===== src/rtl/mem_access_stage.sv =====
// MEM pipeline stage: drives a req/gnt/rvalid data-memory port and holds the MEM/WB register.
// Define MEM_ALIGN_CHECK_EN to make word-misaligned accesses complete with a misalign pulse instead of a bus request.
module mem_access_stage #(
    parameter int MAX_WAIT = 15
) (
    input  logic        clk,
    input  logic        rstn,
    input  logic        WB_EN_IN,
    input  logic        MEM_R_EN_IN,
    input  logic        MEM_W_EN_IN,
    input  logic [31:0] PCIn,
    input  logic [31:0] ALUResIn,
    input  logic [31:0] STValIn,
    input  logic [4:0]  destIn,
    output logic        stall,
    output logic        dmem_req,
    output logic        dmem_we,
    output logic [31:0] dmem_addr,
    output logic [31:0] dmem_wdata,
    input  logic        dmem_gnt,
    input  logic        dmem_rvalid,
    input  logic [31:0] dmem_rdata,
    output logic        WB_EN,
    output logic        MEM_R_EN,
    output logic [31:0] PC,
    output logic [31:0] ALURes,
    output logic [31:0] MemData,
    output logic [4:0]  dest,
    output logic        bus_err,
    output logic        misalign
);

    typedef enum logic [1:0] {IDLE, REQ, RWAIT, CMPL} state_t;

    localparam int            CW      = (MAX_WAIT < 2) ? 1 : $clog2(MAX_WAIT + 1);
    localparam logic [CW-1:0] MAX_CNT = CW'(MAX_WAIT);

    state_t        state;
    state_t        state_nxt;
    logic [CW-1:0] wait_cnt;
    logic [31:0]   ld_buf;
    logic          access;
    logic          is_wr;
    logic          timeout;
    logic          mis_det;

    assign access  = MEM_R_EN_IN | MEM_W_EN_IN;
    assign is_wr   = MEM_W_EN_IN;
    assign timeout = ((state == REQ) || (state == RWAIT)) && (wait_cnt == MAX_CNT);

`ifdef MEM_ALIGN_CHECK_EN
    assign mis_det = |ALUResIn[1:0];
`else
    assign mis_det = 1'b0;
`endif

    assign dmem_addr  = ALUResIn;
    assign dmem_wdata = STValIn;

    always_ff @(posedge clk) begin
        if (rstn) state <= IDLE;
        else      state <= state_nxt;
    end

    // Timeout wins over a same-cycle gnt/rvalid so a late response never extends the access.
    always_comb begin
        state_nxt = state;
        case (state)
            IDLE: begin
                if (access) state_nxt = mis_det ? CMPL : REQ;
            end
            REQ: begin
                if (timeout)       state_nxt = CMPL;
                else if (dmem_gnt) state_nxt = is_wr ? CMPL : RWAIT;
            end
            RWAIT: begin
                if (timeout || dmem_rvalid) state_nxt = CMPL;
            end
            CMPL:    state_nxt = IDLE;
            default: state_nxt = IDLE;
        endcase
    end

    always_comb begin
        stall    = 1'b0;
        dmem_req = 1'b0;
        if (!rstn) begin
            case (state)
                IDLE:    stall = access;
                REQ:     begin stall = 1'b1; dmem_req = 1'b1; end
                RWAIT:   stall = 1'b1;
                default: stall = 1'b0;
            endcase
        end
        dmem_we = dmem_req & is_wr;
    end

    always_ff @(posedge clk) begin
        if (rstn) begin
            wait_cnt <= '0;
            ld_buf   <= '0;
            bus_err  <= 1'b0;
            misalign <= 1'b0;
        end else begin
            if (state == IDLE)
                wait_cnt <= '0;
            else if ((state == REQ) || (state == RWAIT))
                wait_cnt <= wait_cnt + CW'(1);
            if ((state == RWAIT) && dmem_rvalid)
                ld_buf <= dmem_rdata;
            bus_err  <= timeout;
            misalign <= (state == IDLE) && access && mis_det;
        end
    end

    // MEM/WB boundary: bubble while stalled; error flags are high only during CMPL.
    always_ff @(posedge clk) begin
        if (rstn) begin
            WB_EN    <= 1'b0;
            MEM_R_EN <= 1'b0;
            PC       <= '0;
            ALURes   <= '0;
            MemData  <= '0;
            dest     <= '0;
        end else if (stall) begin
            WB_EN <= 1'b0;
        end else begin
            WB_EN    <= WB_EN_IN & ~(bus_err | misalign);
            MEM_R_EN <= MEM_R_EN_IN;
            PC       <= PCIn;
            ALURes   <= ALUResIn;
            dest     <= destIn;
            MemData  <= ((state == CMPL) && !is_wr && !bus_err && !misalign) ? ld_buf : '0;
        end
    end

endmodule


===== config.mk =====
export PLATFORM = sky130hd
export DESIGN_NAME = mem_access_stage
export DESIGN_NICKNAME = d
export VERILOG_FILES = /design/src/rtl/mem_access_stage.sv
export SDC_FILE = /design/constraint.sdc
export NUM_CORES = 1
export LEC_CHECK = 0
export ABC_AREA = 1
export CAP_MARGIN = 20
export CORE_MARGIN = 10
export CORE_UTILIZATION = 39
export CTS_CLUSTER_SIZE = 24
export DETAILED_ROUTE_END_ITERATION = 16
export PLACE_DENSITY_LB_ADDON = 0.25
export SYNTH_ARGS = -nofsm -noshare
export SYNTH_HDL_FRONTEND = slang
export SYNTH_SLANG_ARGS = --single-unit

===== constraint.sdc =====
create_clock -name clk -period 2.28 [get_ports clk]
set_clock_uncertainty 0.15 [all_clocks]
set_input_delay 0.456 -clock clk [delete_from_list [all_inputs] [get_ports clk]]
set_output_delay 0.456 -clock clk [all_outputs]
set_load 0.005 [all_outputs]

# Word-level counts from Yosys, hierarchy flattened
# Cells that the tools add are included.
# op_classes
addsub,1
eq_ne,7
n_mux,11
n_bitwise,4
reduce_logical,13
# op_table
op,n
$mux W32,1
$mux W2,4
$pmux W2 S4,1
$reduce_or A2 Y1,3
$add A4 B1 Y4 const B,1
$eq A2 B2 Y1 const B,2
$eq A4 B4 Y1 const B,1
$logic_and A1 B1 Y1,4
$mux W1,4
$ne A2 B2 Y1 const B,2
$ne A3 B3 Y1 const B,1
$reduce_and A3 Y1,1
$and A1 B1 Y1,2
$eq A2 B1 Y1 const B,1
$logic_not A1 Y1,2
$logic_not A2 Y1,1
$logic_or A1 B1 Y1,2
$pmux W1 S2,1
$not A1 Y1,1
$or A1 B1 Y1,1
# totals
register_bits,142
in_bits,140
output_inout_bits,172
elab_cells,46

# Longest topological paths before layout
# logic_depth
ltp_word,6
depth_mapped,10

# Least setup slack after synthesis
# Ideal clock, no wire load.
# synth_path
path_type,register -> output
from,register state[0]
to,output stall
arrival_time_ns,1.390
t_required_ns,1.674
setup_slack_ns,0.284
stages_incl_launch_ff,9
cell_sequence,dfxtp_1 -> inv_1 -> ha_1 -> inv_2 -> nand2_1 -> nand3_1 -> inv_2 -> buf_6 -> buf_4
# synth_between
elab_chain_cells,4
# synth_rtl
element,line_no,rtl
start: declaration,38,state_t state;
start signal: assignment,62,else state <= state_nxt;
$eq A2 B1 Y1 / $eq A2 B2 Y1 (equally long branches),88,case (state)
$reduce_or A2 Y1 (no source line),n/a,
$pmux W1 S2 (*),88,
$mux W1 (*),87,if (!rstn) begin
end: declaration,15,"output logic stall,"
# Mark *: on every way between the ends. The rest lies on a longest branch, timed or not.

# Worst setup path in the final report
# layout_path
from,register state[1]
to,output stall
# Same word-level chain as after synthesis.

==> results.tsv <==
stage	metric	value	unit
placed_design	dp_hpwl	12600	um
detailed_routing	wl_per_cell	15.9	um
critical_path	critical_path_class	flop to primary output	
timing	slew_violations	0	
finish	diodes	0	
detailed_routing	ant_nets	0	
clocking	clock-root-buffer	clkbuf_16	
timing	period_needed	2.21	ns
detailed_routing	drc	0	
timing	fin_crit_sh	0.969	
run_status	status	finished, final reports clean	
global_routing	grt_pass1_wl	27100	um
floorplanning	start_util	0.401	
critical_path	cp_max_fo	4	
synth	synth_ff_type	dfxtp_1	
global_routing	grt_start_max_net_pins	65	
finish	drive_above_1_share	0.0705	
timing	whs	0.292	ns
synth	async_flop_share	0	
detailed_routing	initialDrtViolationCount	246	
power	leakage	3.45	nW
floorplanning	fp.dieArea	0.0195	mm^2
global_routing	overflow	0	
hold_path	min_to	ALURes[8]	
critical_path	end_kind	primary output	
power	cellPowerDensity	1210	mW/mm^2
synth	yosys_warnings	0	
clocking	clkSinkCount	142	
global_routing	track_usage	0.172	
floorplanning	ios	312	
floorplanning	chipHeight	140	um
finish	area_growth	50.2	%
critical_path	cp.required	1.67	ns
timing	fmax	453	MHz
critical_path	cp_slowest_cell	dfxtp_2	
clocking	clock_latency	0.42	ns
critical_path	reg2reg_depth	10	
synth	synth-seq-cells	142	
detailed_routing	vias_per_cell	4.61	
clocking	cts_tree	yes	
critical_path	r2r_setup_slack	0.38	ns
detailed_routing	routed_wl	17300	um
critical_path	worstPathCellList	inv_4 -> ha_4 -> inv_2 -> nand2_1 -> nand3_1 -> clkinv_2 -> dlygate4sd2_1	
global_routing	grt_pass1_vias	4801	
critical_path	r2r_end	MemData[22]	
placed_design	gp_congestion	0.802	
timing	hold_viol	0	
clocking	cts.reportedPaths.clkPinSlew	0.06	ns
synth	synth.distinct_cells	24	
power	p_total	10.1	mW
hold_path	worstHoldPathCells	2	
critical_path	crit_path_max_incr_delay	0.35	ns
clocking	htreeDepth	4	
synth	synth_edf_count	0	
finish	nNetsFinal	1042	
timing	finalSetupViolCount	0	
synth	syn-num-nets	863	
clocking	cts_hold_buf	0	
critical_path	cp.arrival	1.60	ns
clocking	cts_buffers	17	
synth	synthCells	716	
detailed_routing	drt_first_pass_iters	5	
global_routing	antenna_found_initial	0	
placed_design	port_buffers	246	
floorplanning	core_area	0.0139	mm^2
synth	synth_area	0.00559	mm^2
timing	setup_slack	0.0710	ns
flow_run	cap_violations	0	
synth	synth_area_per_cell	7.80	um^2
hold_path	hold_class	flop to flop	
floorplanning	die_w	140	um
critical_path	rr_startpoint	state[0]	
power	max-vdd-ir-drop	0.813	mV
detailed_routing	vias	5021	
placed_design	place_ws	-0.0750	ns
floorplanning	rows	43	
clocking	cts_setup_buffers	0	
timing	fin_tns_setup	0	ns
critical_path	cp-start-kind	flop	
clocking	clk_path_buf_depth	2	
synth	yosysSeqAreaShare	0.509	
hold_path	min-delay-start	ALURes[8]	
## worst max-delay path by stage
stage | start | end | slack (ns) | depth (start not counted)
after global routing | state[1] | stall | -0.002 | 7
after global placement | MEM_W_EN_IN | stall | -0.07 | 6
final | state[1] | stall | 0.07 | 7
after detailed placement | MEM_W_EN_IN | stall | -0.07 | 6
after floorplan | state[0] | stall | 0.28 | 8
after CTS | state[1] | stall | 0.02 | 7
## synthesized netlist by cell type, types with 7 or more instances
library cell / number / area (um^2)
dfxtp_1: 142 / 2840
nand3_1: 79 / 395
nand2_1: 213 / 800
o21ai_0: 43 / 215
o21ai_1: 24 / 120
ha_1: 7 / 87.6
inv_1: 12 / 45.0
buf_4: 72 / 541
buf_2: 12 / 60.1
clkbuf_1: 11 / 41.3
nor2_1: 72 / 270
buf_1: 9 / 33.8
## metal layers
layer / global-route usage / vias to the layer above / part of all wire
met5: 0 / - / 0
met4: 0.0554 / 0 / 0.018
met1: 0.203 / 2230 / 0.43
li1: - / 2569 / -
met3: 0.0800 / 28 / 0.093
met2: 0.270 / 194 / 0.46
## stage by stage
step / instances / cell area [um^2] / util
after global placement: 1056 / 7770 / 0.558
after detailed placement: 1056 / 7770 / 0.558
after CTS: 1088 / 8390 / 0.602
after floorplan: 716 / 5590 / -
final: 1088 / 8390 / 0.602
after global routing: 1088 / 8390 / 0.602
## kinds of logic (layout without fill, tap and decap cells)
family / after synthesis / in the layout / synth area share
buffers and inverters: 122 / 314 / 0.137
XOR/XNOR: 2 / 2 / 0.00314
AO/OA/AOI/OAI: 71 / 71 / 0.0643
other: 1 / 1 / 0.000671
AND/OR/NAND/NOR: 371 / 371 / 0.270
flip-flops: 142 / 142 / 0.509
adder cells (fa/ha/maj): 7 / 7 / 0.0157
## what timing repair did
action | 4_1_cts | 5_1_grt
gates cloned | 0 | 0
setup endpoints to repair | 3 | 1
gates resized for setup | 8 | 2
pin swaps | 1 | 0
## worst max-delay path, delay by kind of cell (launching register included)
family	cells	cell delay, ns
adders and majority gates	1	0.23
buffers and inverters	4	0.45
DFF	1	0.35
and+or+nand+nor	2	0.16
## power breakdown
group | leakage [nW] | internal (mW) | switching (mW)
Clock | 0.285 | 1.77 | 1.02
Combinational | 2.00 | 1.85 | 1.99
Sequential | 1.16 | 3.17 | 0.325
## layout by cell type (no fill, tap or decap), drive strengths merged
| cell | n |
|---|---|
| nand3 | 79 |
| nor3b | 2 |
| bufinv | 3 |
| nor3 | 1 |
| buf | 21 |
| xor2 | 1 |
| clkinv | 6 |
| nand2 | 215 |
| conb | 1 |
| nor2 | 73 |
| ha | 7 |
| inv | 13 |
| dfxtp | 142 |
| clkdlybuf4s50 | 243 |
| clkinvlp | 4 |
| a21oi | 4 |
| xnor2 | 1 |
| dlygate4sd2 | 3 |
| o21ai | 67 |
| clkbuf | 21 |
| nand4 | 1 |
## registers in the layout (all words and copies together) (netlist names), 2 cells and up
signal,flops
MemData,32
wait_cnt,4
state,2
PC,32
ld_buf,32
ALURes,32
dest,5
## area by class of cell
cell class / count / area, um^2
clock buffer: 21 / 460
clock inverter: 11 / 140
fill: 1250 / 5540
inverter: 15 / 61.3
multi-input combinational: 452 / 1990
sequential: 142 / 2850
tap: 180 / 225
timing repair buffer: 267 / 2670
(Power assumes the default switching activity.)
==> edit 1 (same flow settings) <==
`MAX_WAIT`: 15 -> 30.
--- a/src/rtl/mem_access_stage.sv
+++ b/src/rtl/mem_access_stage.sv
@@ -1,7 +1,7 @@
 // MEM pipeline stage: drives a req/gnt/rvalid data-memory port and holds the MEM/WB register.
 // Define MEM_ALIGN_CHECK_EN to make word-misaligned accesses complete with a misalign pulse instead of a bus request.
 module mem_access_stage #(
-    parameter int MAX_WAIT = 15
+    parameter int MAX_WAIT = 30
 ) (
     input  logic        clk,
     input  logic        rstn,
Behaviour: same outputs for any inputs over 10 cycles, from zero or initial values and one cycle with rstn high; that may be too few to reach the edited logic, so the function may still have changed.
==> edit 1 against the original RTL <==
  * Setup slack better by 0.021 ns
  * Count of clock-buffer cells in the layout fell by 4
  * Area after synthesis up 1.9%
  * Combinational power increased by 9.4%
  * Power increased by 8.6%
  * First-iteration DRC count increased by 24%
  * Sequential cell count increased by 1
  * Final area rose by 2.7%
  * Clock power up 14%
  * Routed wire length rose by 4.3%
  * Worst hold slack is essentially flat
  * Via count rose by 2.8%
==> edit 1: results (changes against the original RTL) <==
[global_routing]
grt_pass1_wl_um=27550  ; +1.7%
grt_pass1_vias=4884  ; +1.7%
grt_max_degree=93  ; +43%
antenna_found_initial=1  ; +1
grt_use_total=0.1735  ; +0.001711

[critical_path]
arrival_ns=1.58  ; -0.02 ns
cpPeakStageDelay_ns=0.32  ; -0.03 ns
reg2reg_slack_ns=0.32  ; -0.06 ns
critPathSlowestCell=dfxtp_2
critPathTopFamily=buffers and inverters
critical_path.max_fanout=2  ; -2

[synth]
postSynth.asyncResetShare=0  ; unchanged
synth_warnings=0  ; unchanged
ys.flop_type=dfxtp_1
synth-seq-area-share=0.5031  ; -0.005768
synth_common_cells=nand2_1 (222), dfxtp_1 (143), nor2_1 (73)
synthCells=735  ; +2.7%
synth_cell_types=23  ; -4.2%
synthTopCellsByArea=dfxtp_1 (50%), nand2_1 (15%), buf_4 (9.5%), nand3_1 (6.3%), o21ai_0 (4.9%)
syn_nets=883  ; +2.3%

[drt]
vias_per_cell=4.642  ; +0.59%
drtPass1Iterations=4  ; -1
vias=5162  ; +2.8%
drt-total-wl_um=18090  ; +4.3%
drtIter0Drc=304  ; +24%

[placed_design]
dp_hpwl_um=13100  ; +3.7%
io_buffers=246  ; unchanged
dpl-instance-area_sq_um=7896  ; +1.6%
dp_slack_ns=-0.4061  ; -0.3311 ns
dp_cells=1080  ; +2.3%
finalWeightedCongestion=0.7866  ; -2.0%

[timing]
hold_ws_ns=0.2922  ; +0.000003000 ns
worst_pin_slew_ns=0.6831
fmax_mhz=456.9  ; +0.94%
setup_viol=0  ; unchanged

[clocking]
numCtsBuffers=17  ; unchanged
cts_root_buffer=clkbuf_16
cts_buffer_depth=2  ; unchanged
cts_max_level=4  ; unchanged
worstSkewPairLatency_ns=0.41
clk_transition_reported_paths_ns=0.06  ; about the same

[outcome]
status=finished, final reports clean

[pwr]
cellLeakagePower_nw=3.661  ; +6.2%
vdd.ir_drop.worst_mv=0.5538  ; -32%

[min_path]
min_path_type=reg -> reg

[cells_and_area]
drive_gt1_frac=0.07651  ; +0.006024

==> edit 1: cell families (layout without fill, tap and decap cells) <==
kind of cell / after synthesis / after routing / synth area share
flip-flops: 143 / 143 / 0.5031
AO/OA/AOI/OAI: 72 / 72 / 0.07036
other: 1 / 1 / 0.0006590
buffers and inverters: 133 / 326 / 0.1390
adder cells (fa/ha/maj): 8 / 8 / 0.01759
AND/OR/NAND/NOR: 378 / 378 / 0.2693
==> edit 1: power breakdown <==
group | switching [mW] | total [mW] | internal [mW]
Sequential | 0.368 | 3.61 | 3.24
Combinational | 2.17 | 4.21 | 2.03
Clock | 1.12 | 3.19 | 2.07
==> edit 1: tightest hold or removal path, cell delays in order, from the launching register on <==
cell and delay [ns]:
dfxtp_1 0.32, nand2_1 0.05, nand2_1 0.04
==> edit 1: what timing repair did <==
action	in CTS	in global routing
endpoints found under the hold margin	0	0
gates resized for setup	11	9
setup endpoints to repair	95	94
pin swaps	1	0
buffers inserted	0	0
==> edit 1: worst paths after layout <==
path                                start          end  cells past startpoint
worst min-delay path            ALURes[7]    ALURes[7]                      2
worst max-delay path             state[1]        stall                      7
worst max register to register   state[1]  MemData[22]                      9
worst min register to register  ALURes[7]    ALURes[7]                      2
==> edit 1: metal layers <==
layer / track usage / up-vias / share of wire
met2: 0.2744 / 188 / 0.46
met4: 0.06087 / 2 / 0.016
met3: 0.06214 / 35 / 0.080
met5: 0 / - / 0.00055
li1: - / 2631 / -
met1: 0.2132 / 2306 / 0.44
==> edit 1: layout make-up <==
class | instances | area [sq um]
sequential | 143 | 2865
timing repair buffer | 268 | 2664
clock buffer | 17 | 425.4
clock inverter | 15 | 256.5
inverter | 26 | 101.3
tap | 184 | 230.2
multi-input combinational | 459 | 2078
fill | 1321 | 5803
==> edit 2 (same settings) <==
Without the edit above. Register the output `bus_err` once more, with the module's reset; this adds one clock of latency there. The other outputs are not delayed to match.
--- a/src/rtl/mem_access_stage.sv
+++ b/src/rtl/mem_access_stage.sv
@@ -34,6 +34,8 @@
 
     localparam int            CW      = (MAX_WAIT < 2) ? 1 : $clog2(MAX_WAIT + 1);
     localparam logic [CW-1:0] MAX_CNT = CW'(MAX_WAIT);
+
+    logic bus_err_s0;
 
     state_t        state;
     state_t        state_nxt;
@@ -99,7 +101,7 @@
         if (rstn) begin
             wait_cnt <= '0;
             ld_buf   <= '0;
-            bus_err  <= 1'b0;
+            bus_err_s0 <= 1'b0;
             misalign <= 1'b0;
         end else begin
             if (state == IDLE)
@@ -108,7 +110,7 @@
                 wait_cnt <= wait_cnt + CW'(1);
             if ((state == RWAIT) && dmem_rvalid)
                 ld_buf <= dmem_rdata;
-            bus_err  <= timeout;
+            bus_err_s0 <= timeout;
             misalign <= (state == IDLE) && access && mis_det;
         end
     end
@@ -125,12 +127,20 @@
         end else if (stall) begin
             WB_EN <= 1'b0;
         end else begin
-            WB_EN    <= WB_EN_IN & ~(bus_err | misalign);
+            WB_EN    <= WB_EN_IN & ~(bus_err_s0 | misalign);
             MEM_R_EN <= MEM_R_EN_IN;
             PC       <= PCIn;
             ALURes   <= ALUResIn;
             dest     <= destIn;
-            MemData  <= ((state == CMPL) && !is_wr && !bus_err && !misalign) ? ld_buf : '0;
+            MemData  <= ((state == CMPL) && !is_wr && !bus_err_s0 && !misalign) ? ld_buf : '0;
+        end
+    end
+
+    always_ff @(posedge clk) begin
+        if (rstn) begin
+            bus_err <= '0;
+        end else begin
+            bus_err <= bus_err_s0;
         end
     end
 
Check against the original RTL: no difference found for any inputs over 4 cycles, from zero or initial values and one cycle with rstn high; that may be too few to reach the edited logic, so the function may still have changed.
==> edit 2 against the original RTL <==
  * Via count up 0.62%
  * Synthesized cell count up 0.56%
  * Sequential cell count up 1
  * Final area down 0.21%
  * Worst hold slack worse by 0.00056 ns
  * Power down 1.3%
  * Setup slack better by 0.029 ns
  * Routed wire length up 3.4%
  * Area after synthesis up 0.18%
==> edit 2: results (changes against the original RTL) <==
[critical_path]
reg2reg_slack_ns=0.52  ; +0.14 ns
arrival_ns=1.57  ; -0.03 ns
cp-startpoint=state[0]
reg2reg_depth=9  ; -1
critical_path.max_fanout=3  ; -1
r2r-start=state[1]
rr_endpoint=MemData[23]

[synth]
syn_nets=867  ; +0.46%
avgSynthCellArea_sq_um=7.773  ; -0.38%
synth_xor_area_frac=0.003130  ; -0.000005608
synth_compound_area_frac=0.06416  ; -0.0001150
synthTopCellsByArea=dfxtp_1 (51%), nand2_1 (14%), buf_4 (9.9%), nand3_1 (7.1%), o21ai_0 (5.7%)
synth-seq-area-share=0.5115  ; +0.002667
synthMuxAreaShare=0  ; unchanged
synth_cell_types=23  ; -4.2%
synth_warnings=0  ; unchanged
synth_common_cells=nand2_1 (214), dfxtp_1 (143), nand3_1 (79)
synthAdderAreaFrac=0.01565  ; -0.00002804

[min_path]
min_from=PC[26]
min_to=PC[26]
hold_path_depth=2  ; unchanged

[outcome]
status=finished, final reports clean

[drt]
route.met3.wl_um=1483  ; -8.0%
topRoutingLayerUsed=met4
drtIter0Drc=298  ; +21%
wl_met1_um=7538  ; +1.6%
wl_met2_um=8490  ; +6.2%
wl_per_cell_um=16.46  ; +3.3%
drtPass1Iterations=7  ; +2
vias_per_cell=4.639  ; +0.53%

[pwr]
vdd.ir_drop.worst_mv=0.4851  ; -40%
cellLeakagePower_nw=3.453  ; +0.17%

[timing]
hold_ws_ns=0.2916  ; -0.0005630 ns
setup_ws_ns=0.1001  ; +0.02907 ns
worst_pin_slew_ns=0.7137

[placed_design]
finalWeightedCongestion=0.8272  ; +3.1%
dpl-instance-area_sq_um=7810  ; +0.45%
dp_slack_ns=-0.07346  ; +0.001532 ns
dp_hpwl_um=13200  ; +4.5%

[clocking]
clk_transition_reported_paths_ns=0.05
numCtsBuffers=17  ; unchanged
worstSkewPairLatency_ns=0.41
cts_buffer_depth=2  ; unchanged
cts_root_buffer=clkbuf_16

[global_routing]
grt_pass1_vias=4795  ; -0.12%
grt_pass1_wl_um=27500  ; +1.5%
grt_max_degree=82  ; +26%
grt_use_total=0.1753  ; +0.003479

[cells_and_area]
finalNonFillerCells=1089  ; +0.092%
drive_gt1_frac=0.06711  ; -0.003378
final_nets=1047  ; +0.48%

## edit 2: changes by cell type after synthesis, moves of 3 or more
cell,before,now
o21ai_1,24,3
clkbuf_1,11,15
buf_6,3,0
buf_1,9,6
nor2_1,72,75
o21ai_0,43,64
## edit 2: worst max-delay path, stage by stage, from the launching register on
cell and delay (ns):
dfxtp_2 0.33, inv_2 0.06, ha_4 0.24, inv_2 0.07, nand2_1 0.07, nand3_1 0.09
clkinv_2 0.06, dlygate4sd2_1 0.26
## edit 2: report_power, final
group | internal [mW] | switching (mW)
combinational | 1.86 | 2.01
sequential | 3.19 | 0.319
clock | 1.64 | 0.992
total | 6.68 | 3.32
## edit 2: area by class of cell
| type | instances | area (sq um) |
|---|---|---|
| fill | 1296 | 5614 |
| sequential | 143 | 2865 |
| timing repair buffer | 268 | 2674 |
| multi-input combinational | 454 | 1997 |
| clock buffer | 21 | 460.4 |
| tap | 180 | 225.2 |
| clock inverter | 7 | 90.09 |
| inverter | 16 | 62.56 |
## edit 2: worst max-delay path by stage
stage | endpoint | depth (start not counted)
after detailed placement | stall | 6
after global placement | stall | 6
after floorplan | stall | 8
after global routing | stall | 7
after CTS | stall | 7
final | stall | 7
## edit 2: metrics by stage
stage,TNS [ns],total power [mW],utilization
floorplan,0,5.419,-
global placement,-0.1081,7.383,0.5583
detailed placement,-0.1185,7.449,0.5583
CTS,0,10.12,0.5985
global route,0,10.64,0.5987
finish,0,10.00,0.5987
## edit 2: metal layers
metal | global-route usage | vias to the layer above
li1 | - | 2574
met2 | 0.2826 | 201
met1 | 0.2013 | 2238
met3 | 0.06975 | 39
met4 | 0.07500 | 0
met5 | 0 | -
## edit 2: what timing repair did
action,CTS,global route
gates resized for setup,7,2
buffers inserted,0,0
endpoints found under the setup margin,3,1
pin swaps,0,0
hold buffers,0,0
